[src/rtl/uart_pkg.sv]
// Shared definitions for the UART receiver: frame geometry, bit-timer sizing
// and the receive FSM state encoding.
package uart_pkg;

   localparam int UART_DATA_BITS        = 8;
   localparam int UART_MAX_CLKS_PER_BIT = 1024;
   localparam int UART_TIMER_W          = $clog2(UART_MAX_CLKS_PER_BIT);
   localparam int UART_IDX_W            = $clog2(UART_DATA_BITS);

   typedef enum logic [2:0] {
      IDLE,
      START,
      DATA,
      STOP,
      BREAK
   } uart_state_e;

   // Converts a cycle count into a bit-timer load value.
   function automatic logic [UART_TIMER_W-1:0] uart_timer_val(input int cycles);
      return UART_TIMER_W'(cycles);
   endfunction

endpackage

[src/rtl/uart_rx_if.sv]
// Serial input, received-byte handshake and error pulses of the UART receiver.
interface uart_rx_if;
   import uart_pkg::*;

   logic                      rx;
   logic [UART_DATA_BITS-1:0] data;
   logic                      valid;
   logic                      ready;
   logic                      frame_err;
   logic                      overrun;

   modport master (
      input  rx,
      input  ready,
      output data,
      output valid,
      output frame_err,
      output overrun
   );

   modport slave (
      output rx,
      output ready,
      input  data,
      input  valid,
      input  frame_err,
      input  overrun
   );

endinterface

[src/rtl/uart_bit_timer.sv]
// Down-counting bit timer: loads a value, counts to zero and holds there;
// expire_o is high whenever the count is zero.
module uart_bit_timer
   import uart_pkg::*;
(
   input  logic                    clk,
   input  logic                    srst,
   input  logic                    load_i,
   input  logic [UART_TIMER_W-1:0] load_val_i,
   output logic                    expire_o
);

   logic [UART_TIMER_W-1:0] count_q, count_d;

   always_comb begin
      count_d = count_q;
      if (load_i) begin
         count_d = load_val_i;
      end else if (count_q != '0) begin
         count_d = count_q - 1'b1;
      end
   end

   always_ff @(posedge clk) begin
      if (srst) begin
         count_q <= '0;
      end else begin
         count_q <= count_d;
      end
   end

   assign expire_o = (count_q == '0);

endmodule

[src/rtl/uart_rx.sv]
// UART receiver: 8N1, MSB first, mid-bit sampling, single-entry output buffer
// with valid/ready handshake, frame-error and overrun pulses.
module uart_rx
   import uart_pkg::*;
#(
   parameter int CLKS_PER_BIT = 1
) (
   input  logic    CLK,
   input  logic    RESET,
   uart_rx_if.master bus
);

   localparam logic [UART_TIMER_W-1:0] HALF_BIT   = uart_timer_val(CLKS_PER_BIT / 2);
   localparam logic [UART_TIMER_W-1:0] FULL_BIT   = uart_timer_val(CLKS_PER_BIT - 1);
   localparam logic [UART_IDX_W-1:0]   LAST_IDX   = UART_IDX_W'(UART_DATA_BITS - 1);
   // At one clock per bit the detecting sample already is the start-bit centre.
   localparam logic                    SKIP_START = (CLKS_PER_BIT == 1);

   uart_state_e               state_q, state_d;
   logic [UART_IDX_W-1:0]     idx_q, idx_d;
   logic [UART_DATA_BITS-1:0] shift_q, shift_d;
   logic [UART_DATA_BITS-1:0] data_q, data_d;
   logic                      valid_q, valid_d;
   logic                      frame_err_q, frame_err_d;
   logic                      overrun_q, overrun_d;

   logic                      tmr_load;
   logic [UART_TIMER_W-1:0]   tmr_val;
   logic                      tmr_expire;
   logic                      deliver;

   uart_bit_timer u_bit_timer (
      .clk        (CLK),
      .srst       (RESET),
      .load_i     (tmr_load),
      .load_val_i (tmr_val),
      .expire_o   (tmr_expire)
   );

   always_comb begin
      state_d     = state_q;
      idx_d       = idx_q;
      shift_d     = shift_q;
      tmr_load    = 1'b0;
      tmr_val     = FULL_BIT;
      deliver     = 1'b0;
      frame_err_d = 1'b0;

      case (state_q)
         IDLE: begin
            if (!bus.rx) begin
               idx_d    = '0;
               tmr_load = 1'b1;
               state_d  = SKIP_START ? DATA : START;
               tmr_val  = SKIP_START ? FULL_BIT : HALF_BIT;
            end
         end
         START: begin
            if (tmr_expire) begin
               if (!bus.rx) begin
                  state_d  = DATA;
                  tmr_load = 1'b1;
                  tmr_val  = FULL_BIT;
               end else begin
                  state_d = IDLE;
               end
            end
         end
         DATA: begin
            if (tmr_expire) begin
               shift_d[LAST_IDX - idx_q] = bus.rx;
               tmr_load = 1'b1;
               tmr_val  = FULL_BIT;
               if (idx_q == LAST_IDX) begin
                  idx_d   = '0;
                  state_d = STOP;
               end else begin
                  idx_d = idx_q + 1'b1;
               end
            end
         end
         STOP: begin
            if (tmr_expire) begin
               if (bus.rx) begin
                  deliver = 1'b1;
                  state_d = IDLE;
               end else begin
                  frame_err_d = 1'b1;
                  state_d     = BREAK;
               end
            end
         end
         BREAK: begin
            if (bus.rx) begin
               state_d = IDLE;
            end
         end
         default: begin
            state_d = IDLE;
         end
      endcase
   end

   // A completed byte replaces the buffer only if it is empty or being drained now.
   always_comb begin
      data_d    = data_q;
      valid_d   = valid_q;
      overrun_d = 1'b0;
      if (deliver) begin
         if (!valid_q || bus.ready) begin
            data_d  = shift_q;
            valid_d = 1'b1;
         end else begin
            overrun_d = 1'b1;
         end
      end else if (valid_q && bus.ready) begin
         valid_d = 1'b0;
      end
   end

   always_ff @(posedge CLK) begin
      if (RESET) begin
         state_q     <= IDLE;
         idx_q       <= '0;
         shift_q     <= '0;
         data_q      <= '0;
         valid_q     <= 1'b0;
         frame_err_q <= 1'b0;
         overrun_q   <= 1'b0;
      end else begin
         state_q     <= state_d;
         idx_q       <= idx_d;
         shift_q     <= shift_d;
         data_q      <= data_d;
         valid_q     <= valid_d;
         frame_err_q <= frame_err_d;
         overrun_q   <= overrun_d;
      end
   end

   assign bus.data      = data_q;
   assign bus.valid     = valid_q;
   assign bus.frame_err = frame_err_q;
   assign bus.overrun   = overrun_q;

endmodule

[src/flat_wrapper.sv]
// flat-port wrapper written by rule: the top's interface ports become plain ports
module uart_rx_flat import uart_pkg::*;
#(
   parameter int CLKS_PER_BIT = 1
)
  (CLK, RESET, bus_rx, bus_ready, bus_data, bus_valid, bus_frame_err, bus_overrun);
  uart_rx_if bus_i ();
  input  logic CLK;
  input  logic RESET;
  input wire logic [$bits(bus_i.rx)-1:0] bus_rx;
  input wire logic [$bits(bus_i.ready)-1:0] bus_ready;
  output wire logic [$bits(bus_i.data)-1:0] bus_data;
  output wire logic [$bits(bus_i.valid)-1:0] bus_valid;
  output wire logic [$bits(bus_i.frame_err)-1:0] bus_frame_err;
  output wire logic [$bits(bus_i.overrun)-1:0] bus_overrun;
  assign bus_i.rx = bus_rx;
  assign bus_i.ready = bus_ready;
  assign bus_data = bus_i.data;
  assign bus_valid = bus_i.valid;
  assign bus_frame_err = bus_i.frame_err;
  assign bus_overrun = bus_i.overrun;
  uart_rx #(.CLKS_PER_BIT(CLKS_PER_BIT)) u_core (.CLK(CLK), .RESET(RESET), .bus(bus_i));
endmodule
[config.mk]
export PLATFORM = sky130hd
export DESIGN_NAME = uart_rx_flat
export DESIGN_NICKNAME = d
export VERILOG_FILES = /design/src/rtl/uart_pkg.sv /design/src/rtl/uart_rx_if.sv /design/src/rtl/uart_bit_timer.sv /design/src/rtl/uart_rx.sv /design/src/flat_wrapper.sv
export SDC_FILE = /design/constraint.sdc
export NUM_CORES = 1
export LEC_CHECK = 0
export CAP_MARGIN = 20
export CORE_MARGIN = 2
export CORE_UTILIZATION = 55
export DETAILED_ROUTE_END_ITERATION = 16
export GPL_TIMING_DRIVEN = 0
export PLACE_DENSITY_LB_ADDON = 0.05
export RECOVER_POWER = 50
export SYNTH_ARGS = -nofsm -noshare
export SYNTH_HDL_FRONTEND = slang
export SYNTH_SLANG_ARGS = --single-unit
[constraint.sdc]
create_clock -name CLK -period 3.05 [get_ports CLK]
set_input_delay 0.305 -clock CLK [delete_from_list [all_inputs] [get_ports CLK]]
set_output_delay 0.305 -clock CLK [all_outputs]
set_load 0.03 [all_outputs]
# == After elaboration in Yosys (flattened, before gate mapping) ==
# Index checks and enable logic that the tools add are counted.
# op_classes
n_bitwise,2
mux,27
n_eq_ne,12
magnitude_cmp,2
reduce_logical,17
n_addsub,3
# ops
operator,n
two-way mux 3 bit,10
case mux 3 bit (5 select lines),1
two-way mux 1 bit,11
logical NOT 10 bit,1
nonzero test 10 bit,1
"subtractor 10 x 1 -> 10 bit, second input constant",1
bitwise mux 8 bit,1
"inequality test 2 x 1 -> 1 bit, second input constant",4
"equality test 3 x 2 -> 1 bit, second input constant",2
"equality test 3 bit, second input constant",2
"inequality test 2 bit, second input constant",3
case mux 3 bit (2 select lines),1
AND reduction 2 bit,3
AND reduction 6 bit,1
OR reduction 2 bit,3
"less-than comparator 3 x 4 -> 1 bit, second input constant",1
nonzero test 2 bit,2
"adder 3 x 1 -> 3 bit, second input constant",1
demux 1 bit (select 3 bit),1
"equality test 3 x 1 -> 1 bit, second input constant",1
"greater-or-equal comparator 3 x 1 -> 1 bit, second input constant",1
logical NOT 3 bit,1
case mux 1 bit (3 select lines),1
AND reduction 3 bit,1
6 further kinds,8
# word_totals
input_bits,4
output_inout_bits,11
wordCells,71
register_bits,35

# == Longest topological paths before layout ==
# logic_depth
word_depth,6
mapped_depth,8
depth_no_buf,6

# == By module ==
# From an unflattened synthesis, not the netlist that was laid out.
# hier_totals
cells_unflattened,189
hier_area_um2,1786.7
# by_module_without_submodules
module,seq_area_each_um2,instances,area_each_um2,cells_per_inst
uart_rx,500.5,1,1179.9,116
uart_bit_timer,200.2,1,606.8,73

# == Worst setup path after synthesis ==
# No wires, ideal clock.
# synth_timing
path_type,flip-flop to flip-flop
from,register u_core.u_bit_timer.count_q[0]
to,register u_core.u_bit_timer.count_q[1]
required_time_ns,2.915
period_less_slack_ns,2.068
stages_incl_launch_ff,8
path_slack_ns,0.982
setup_ns,0.135
arrival_ns,1.932
n_path_buf,1
path_cell_list,dfxtp_1 inv_1 ha_1 or4b_1 or3_1 buf_2 o31ai_4 a211oi_1
# synth_via
elab_chain_cells,4
elab_cells_between_ends,7
cone_classes,add/sub: 1; mux: 3; reduce/logical: 3
# synth_rtl
element,line_no,rtl
"start, declared",uart_bit_timer.sv:13,"logic [UART_TIMER_W-1:0] count_q, count_d;"
"start signal, assigned",uart_bit_timer.sv:28,count_q <= count_d;
logical NOT 10 bit,uart_bit_timer.sv:32,assign expire_o = (count_q == '0);
two-way mux 1 bit (on tied branches),-,
case mux 1 bit (3 select lines),uart_rx.sv:49,case (state_q)
OR reduction 2 bit (no line),-,
# Parallel ways exist; a longest one is shown, timed or not.
# A chain may end at the register's enable or synchronous reset.

# == Worst setup path after layout ==
# layout_timing
from,register u_core.u_bit_timer.count_q[0]
to,register u_core.shift_q[0]
# layout_via
elab_chain_cells,2
# layout_rtl
element,line_no,rtl
logical NOT 10 bit,uart_bit_timer.sv:32,
AND reduction 2 bit (no line),-,
"end signal, assigned",uart_rx.sv:133,shift_q <= shift_d;
"end, declared",uart_rx.sv:21,"logic [UART_DATA_BITS-1:0] shift_q, shift_d;"
# No other way between the ends.

==> impl_metrics.yaml <==
synthesis:
  ys_ff_latch: 35
  synthesis.instances: 200
  synth_common_cells: "dfxtp_1 (35), a21oi_1 (20), o21ai_0 (17)"
  synth_area_leaders: "dfxtp_1 (41%), a21oi_1 (5.9%), o21ai_0 (5.0%)"
  yosysMostFrequentCell: "dfxtp_1"
  ys_async_sr_fraction_pct: 0
  synth_edf_count: 0
  syn-cell-area_um2: 1690
  synth_top_area_cell: "dfxtp_1"
  avgSynthCellArea_um2: 8.46
  synthDistinctLibCells: 43
  synth_ff_type: "dfxtp_1"
  ys_seq_area_share_pct: 41.4
  yosys.area.top_type_share_pct: 41.4
  yosysWarnings: 0
  syn_nets: 207
grt:
  grt_pass1_vias: 1428
  grt_max_degree: 12
  grt_overflow: 0
  track_usage_pct: 23.8
  grt_pass1_wl_mm: 6.42
  antenna_found_initial: 0
clocking:
  cts_tree: "done"
  cts_max_level: 2
  cts.clk_slew.worst_paths_ns: 0.11
  cts.sinks: 35
  cts_root_buf: "clkbuf_4"
  clk_path_buf_depth: 2
  numCtsBuffers: 5
  cts.hold.buffers_added: 0
  clk_latency_ns: 0.33
  post_cts_resized: 0
  postCtsSetupBuffers: 0
sta:
  period_share_pct: 80.1
  worstMarginPinSlew_ns: 0.723
  setup_viol: 0
  hold_viol: 0
  rsz0062_at_grt: "no"
  slew_headroom_pct: 51.7
  max_freq_mhz: 409
  skew_ns: 0.00599
  period_needed_ns: 2.44
  setup_tns_ns: 0
  drv_slew: 0
power_and_ir_drop:
  ir_drop_mv: 0.406
  p_total_w: 0.00190
  powerDensity_nw_per_um2: 969
  switching_power_w: 0.000807
  clkPwrFrac_pct: 21.5
  p_int_w: 0.00109
  switching_share_pct: 42.6
  p_seq_share_pct: 31.0
  p_comb_share_pct: 47.4
  leakage_nw: 0.713
placement:
  dpl_cell_area_um2: 1860
  hpwlAfterDp_mm: 2.66
  dpl.cell_count: 246
  routabilityCongestion: 0.847
  io_buffers: 13
floorplan:
  dieArea_um2: 3540
  rows: 20
  dieHeight_um: 59.5
  die_width_um: 59.5
  io_pins: 15
  start_util_pct: 56.8
  core_area_um2: 2980
route:
  wl_per_cell_um: 14.5
  wl_met2_mm: 1.73
  dr.pass1.iters: 4
  wl_met3_um: 204
  drc: 0
  met1Wirelength_mm: 1.71
  ant_nets: 0
  top_layer: "met4"
  wl_mm: 3.71
  vias_per_cell: 6.04
  drt-initial-drc-count: 108
  dr_total_vias: 1541
worst_setup_path:
  critPathKind: "register to register"
  crit_chain: "inv_1 -> ha_1 -> or4b_1 -> nor4_1 -> clkbuf_1 -> nand4_1 -> a21oi_1"
  max_stage_delay_ns: 0.53
  cp_max_fo: 10
  required_ns: 3.31
  worst_path_max_delay_cell: "or4b_1"
  cp-start-kind: "register"
  cp.arrival_ns: 2.71
  end_kind: "register"
outcome:
  status: "completed"
cells_and_area:
  nNetsFinal: 228
  multi_input_comb_area_um2: 891
  layout.cells.non_filler: 255
  design_area_um2: 1960
  synthToLayoutAreaGrowth_pct: 15.6
  antenna_cells: 0
  nFillCells: 241
  seqCellArea_um2: 701
  drive_gt1_share_pct: 6.31
  finish.utilization_pct: 65.7
worst_hold_path:
  holdCritPathClass: "input port to register"
job:
  maxCapViolCount: 0
worst paths after layout:
check | from | end | slack (ns) | cells after the start
worst min register to register | u_core.shift_q[4] | u_core.bus.data[4] | 0.47 | 2
worst max register to register | u_core.u_bit_timer.count_q[0] | u_core.shift_q[0] | 0.61 | 7
worst max-delay path | u_core.u_bit_timer.count_q[0] | u_core.shift_q[0] | 0.61 | 7
worst min-delay path | bus_rx | u_core.bus.overrun | 0.40 | 3
sequential cells by signal (all words and copies together) (netlist names):
signal	count
u_core.bus.data	8
u_core.state_q	3
u_core.shift_q	8
u_core.u_bit_timer.count_q	10
u_core.bus.frame_err	1
u_core.bus.overrun	1
u_core.idx_q	3
u_core.bus.valid	1
power groups by stage:
stage | logic (W) | registers [W] | clock network, W
finish | 0.000899 | 0.000588 | 0.000408
global route | 0.00101 | 0.000601 | 0.000432
CTS | 0.000920 | 0.000586 | 0.000414
detailed placement | 0.000916 | 0.000597 | 0
global placement | 0.000886 | 0.000594 | 0
floorplan | 0.000712 | 0.000582 | 0
cells by family (layout without fill, tap and decap cells):
kind of cell | count (synthesis) | in the layout | share of synthesized area [%]
XOR/XNOR | 5 | 5 | 2.59
flip-flops | 35 | 35 | 41.4
adder cells (fa/ha/maj) | 3 | 3 | 2.22
multiplexers | 3 | 3 | 1.78
buffers and inverters | 22 | 44 | 5.25
AO/OA/AOI/OAI | 56 | 56 | 21.0
AND/OR/NAND/NOR | 76 | 76 | 25.7
critical path: cells and delay by family (launching register included):
family                     cells  cell delay [ns]
AOI/OAI and AO/OA              1             0.17
adders and majority gates      1             0.21
buffers and inverters          2             0.48
DFF                            1             0.34
and+or+nand+nor                3             1.17
placed cells by master (no fill, tap or decap), types with 3 or more instances in the layout:
cell,netlist,routed
nand2_1,7,7
nand2b_1,4,4
nand4_1,12,12
mux2i_1,3,3
nand3_1,10,10
clkbuf_1,10,13
dfxtp_1,35,35
o21ai_0,17,17
nor4_1,4,5
dlygate4sd3_1,0,11
o31ai_1,5,5
nor3b_1,5,5
ha_1,3,3
nor2_1,15,15
inv_1,5,5
buf_2,5,3
nor3_1,5,6
clkbuf_4,0,5
xor2_1,3,3
a21oi_1,20,20
cell type report:
type / count / area share [%]
inverters: 5 / 0.960
clock buffers: 6 / 2.11
flip-flops and latches: 35 / 35.8
repair buffers: 14 / 6.91
multi-input cells: 143 / 45.6
well taps: 33 / 2.11
clock inverters: 2 / 3.07
plain buffers: 17 / 3.45
per-layer routing:
layer	vias to the layer above	track usage, %
met2	51	36.1
li1	787	-
met4	0	10.4
met5	-	0
met1	695	32.3
met3	8	5.46
per-stage QoR:
stage / hold slack [ns] / worst slack [ns]
5_1_grt: 0.442 / 0.370
2_1_floorplan: 0.440 / 0.982
3_3_place_gp: 0.451 / 0.764
3_5_place_dp: 0.460 / 0.734
4_1_cts: 0.396 / 0.709
6_report: 0.404 / 0.606
No activity file was read; power rests on OpenSTA's default activity.
==> patch: new RTL, same settings <==
The package constant `UART_MAX_CLKS_PER_BIT` goes from 1024 to 256.
--- a/src/rtl/uart_pkg.sv
+++ b/src/rtl/uart_pkg.sv
@@ -3,7 +3,7 @@
 package uart_pkg;
 
    localparam int UART_DATA_BITS        = 8;
-   localparam int UART_MAX_CLKS_PER_BIT = 1024;
+   localparam int UART_MAX_CLKS_PER_BIT = 256;
    localparam int UART_TIMER_W          = $clog2(UART_MAX_CLKS_PER_BIT);
    localparam int UART_IDX_W            = $clog2(UART_DATA_BITS);
 
Function: same outputs for any inputs over 10 cycles, from zero or initial values and one cycle with RESET high; that may be too few to reach the edited logic, so the function may still have changed.
==> patch against the original RTL <==
Sequential cell count down 2; maximum frequency up 13%; cell area is 6.3% lower; area after synthesis shrank 5.4%; power decreased by 21%; wire length down 20%; die area shrank 5.0%; setup slack better by 0.28 ns; critical path type unchanged; largest power group unchanged; highest routed layer unchanged.
==> patch: results <==
[status]
status = completed

[power_and_ir_drop]
p_leak_nw = 0.7060
vdd_drop_max_uv = 788.6
switching_share_pct = 38.15

[routing]
dr.pass1.iters = 6
drtIter0Drc = 41
num_vias = 1278
wirelength_microns = 2982

[placed_design]
io_buffers = 12
gp_congestion = 0.7961
dp_slack_ns = 0.9674
post-dp-hpwl_microns = 2191

[global_route]
grt_pass1_wl_microns = 5285
grt_max_degree = 11
gr-usage-met2_pct = 34.09
grt_pass1_vias = 1273
grt.met3_usage_pct = 6.027
grt_use_total_pct = 20.40

[synth]
syn_nets = 181
synth_cell_types = 34
synth_area_leaders = dfxtp_1, mux2i_1, nand2b_1

[sta]
skew_ns = 0.009077
worst_slew_pin_slew_ns = 0.6976

[cts]
clk_latency_ns = 0.35
cts_hold_buffers = 0
clk_pin_slew_ns = 0.10

[critical_path]
max_stage_delay_ns = 0.51
cpMaxStageDelayCell = or4_1

[finish]
drive_gt1_share_pct = 6.736
fin_nets = 200
patch: worst paths after layout:
| path | startpoint | end | slack, ns | cells past startpoint |
|---|---|---|---|---|
| worst max-delay path | u_core.u_bit_timer.count_q[2] | u_core.bus.data[5] | 0.88 | 6 |
| worst min-delay path | bus_rx | u_core.bus.overrun | 0.38 | 3 |
| worst max register to register | u_core.u_bit_timer.count_q[2] | u_core.bus.data[5] | 0.88 | 6 |
| worst min register to register | u_core.bus.data[6] | u_core.bus.data[6] | 0.48 | 2 |
patch: final cells by class:
cell class	count	area, sq um
well taps	31	38.79
repair buffers	12	120.1
clock buffers	7	55.05
flip-flops and latches	33	660.6
multi-input cells	124	852.1
clock inverters	1	30.03
fillers	218	924.6
inverters	6	22.52
plain buffers	10	53.80
patch: power groups by stage:
stage | registers [W] | logic [W] | clock network, W
2_1_floorplan | 0.000551 | 0.000515 | 0
3_3_place_gp | 0.000564 | 0.000594 | 0
3_5_place_dp | 0.000572 | 0.000623 | 0
4_1_cts | 0.000562 | 0.000625 | 0.000348
5_1_grt | 0.000575 | 0.000668 | 0.000367
6_report | 0.000562 | 0.000589 | 0.000345
patch: kinds of logic (layout without fill, tap and decap cells):
group / count (synthesis) / in the layout / synth area share (%)
AOI/OAI and AO/OA: 16 / 16 / 6.255
xor gates and xnor gates: 6 / 6 / 3.284
adders and majority gates: 4 / 4 / 3.128
buffers and inverters: 16 / 36 / 5.238
DFF: 33 / 33 / 41.28
muxes: 16 / 16 / 10.01
and+or+nand+nor: 82 / 82 / 30.80
patch: metal layers:
layer | share of wire [%] | routed length [microns]
met4 | 1.5 | 46
met2 | 48 | 1425
met5 | 0 | 0
met1 | 46 | 1373
met3 | 4.6 | 136
patch: per-stage QoR:
stage | instance area, sq um | instances
after floorplan | 1600 | 173
after global placement | 1759 | 216
after detailed placement | 1759 | 216
after CTS | 1844 | 224
after global routing | 1833 | 224
final | 1833 | 224
patch: critical path, delay by kind of cell, from the launching register on:
| family | cells | cell delay [ns] |
|---|---|---|
| buffers and inverters | 2 | 0.32 |
| flip-flops | 1 | 0.38 |
| multiplexers | 1 | 0.19 |
| AND/OR/NAND/NOR | 3 | 1.20 |
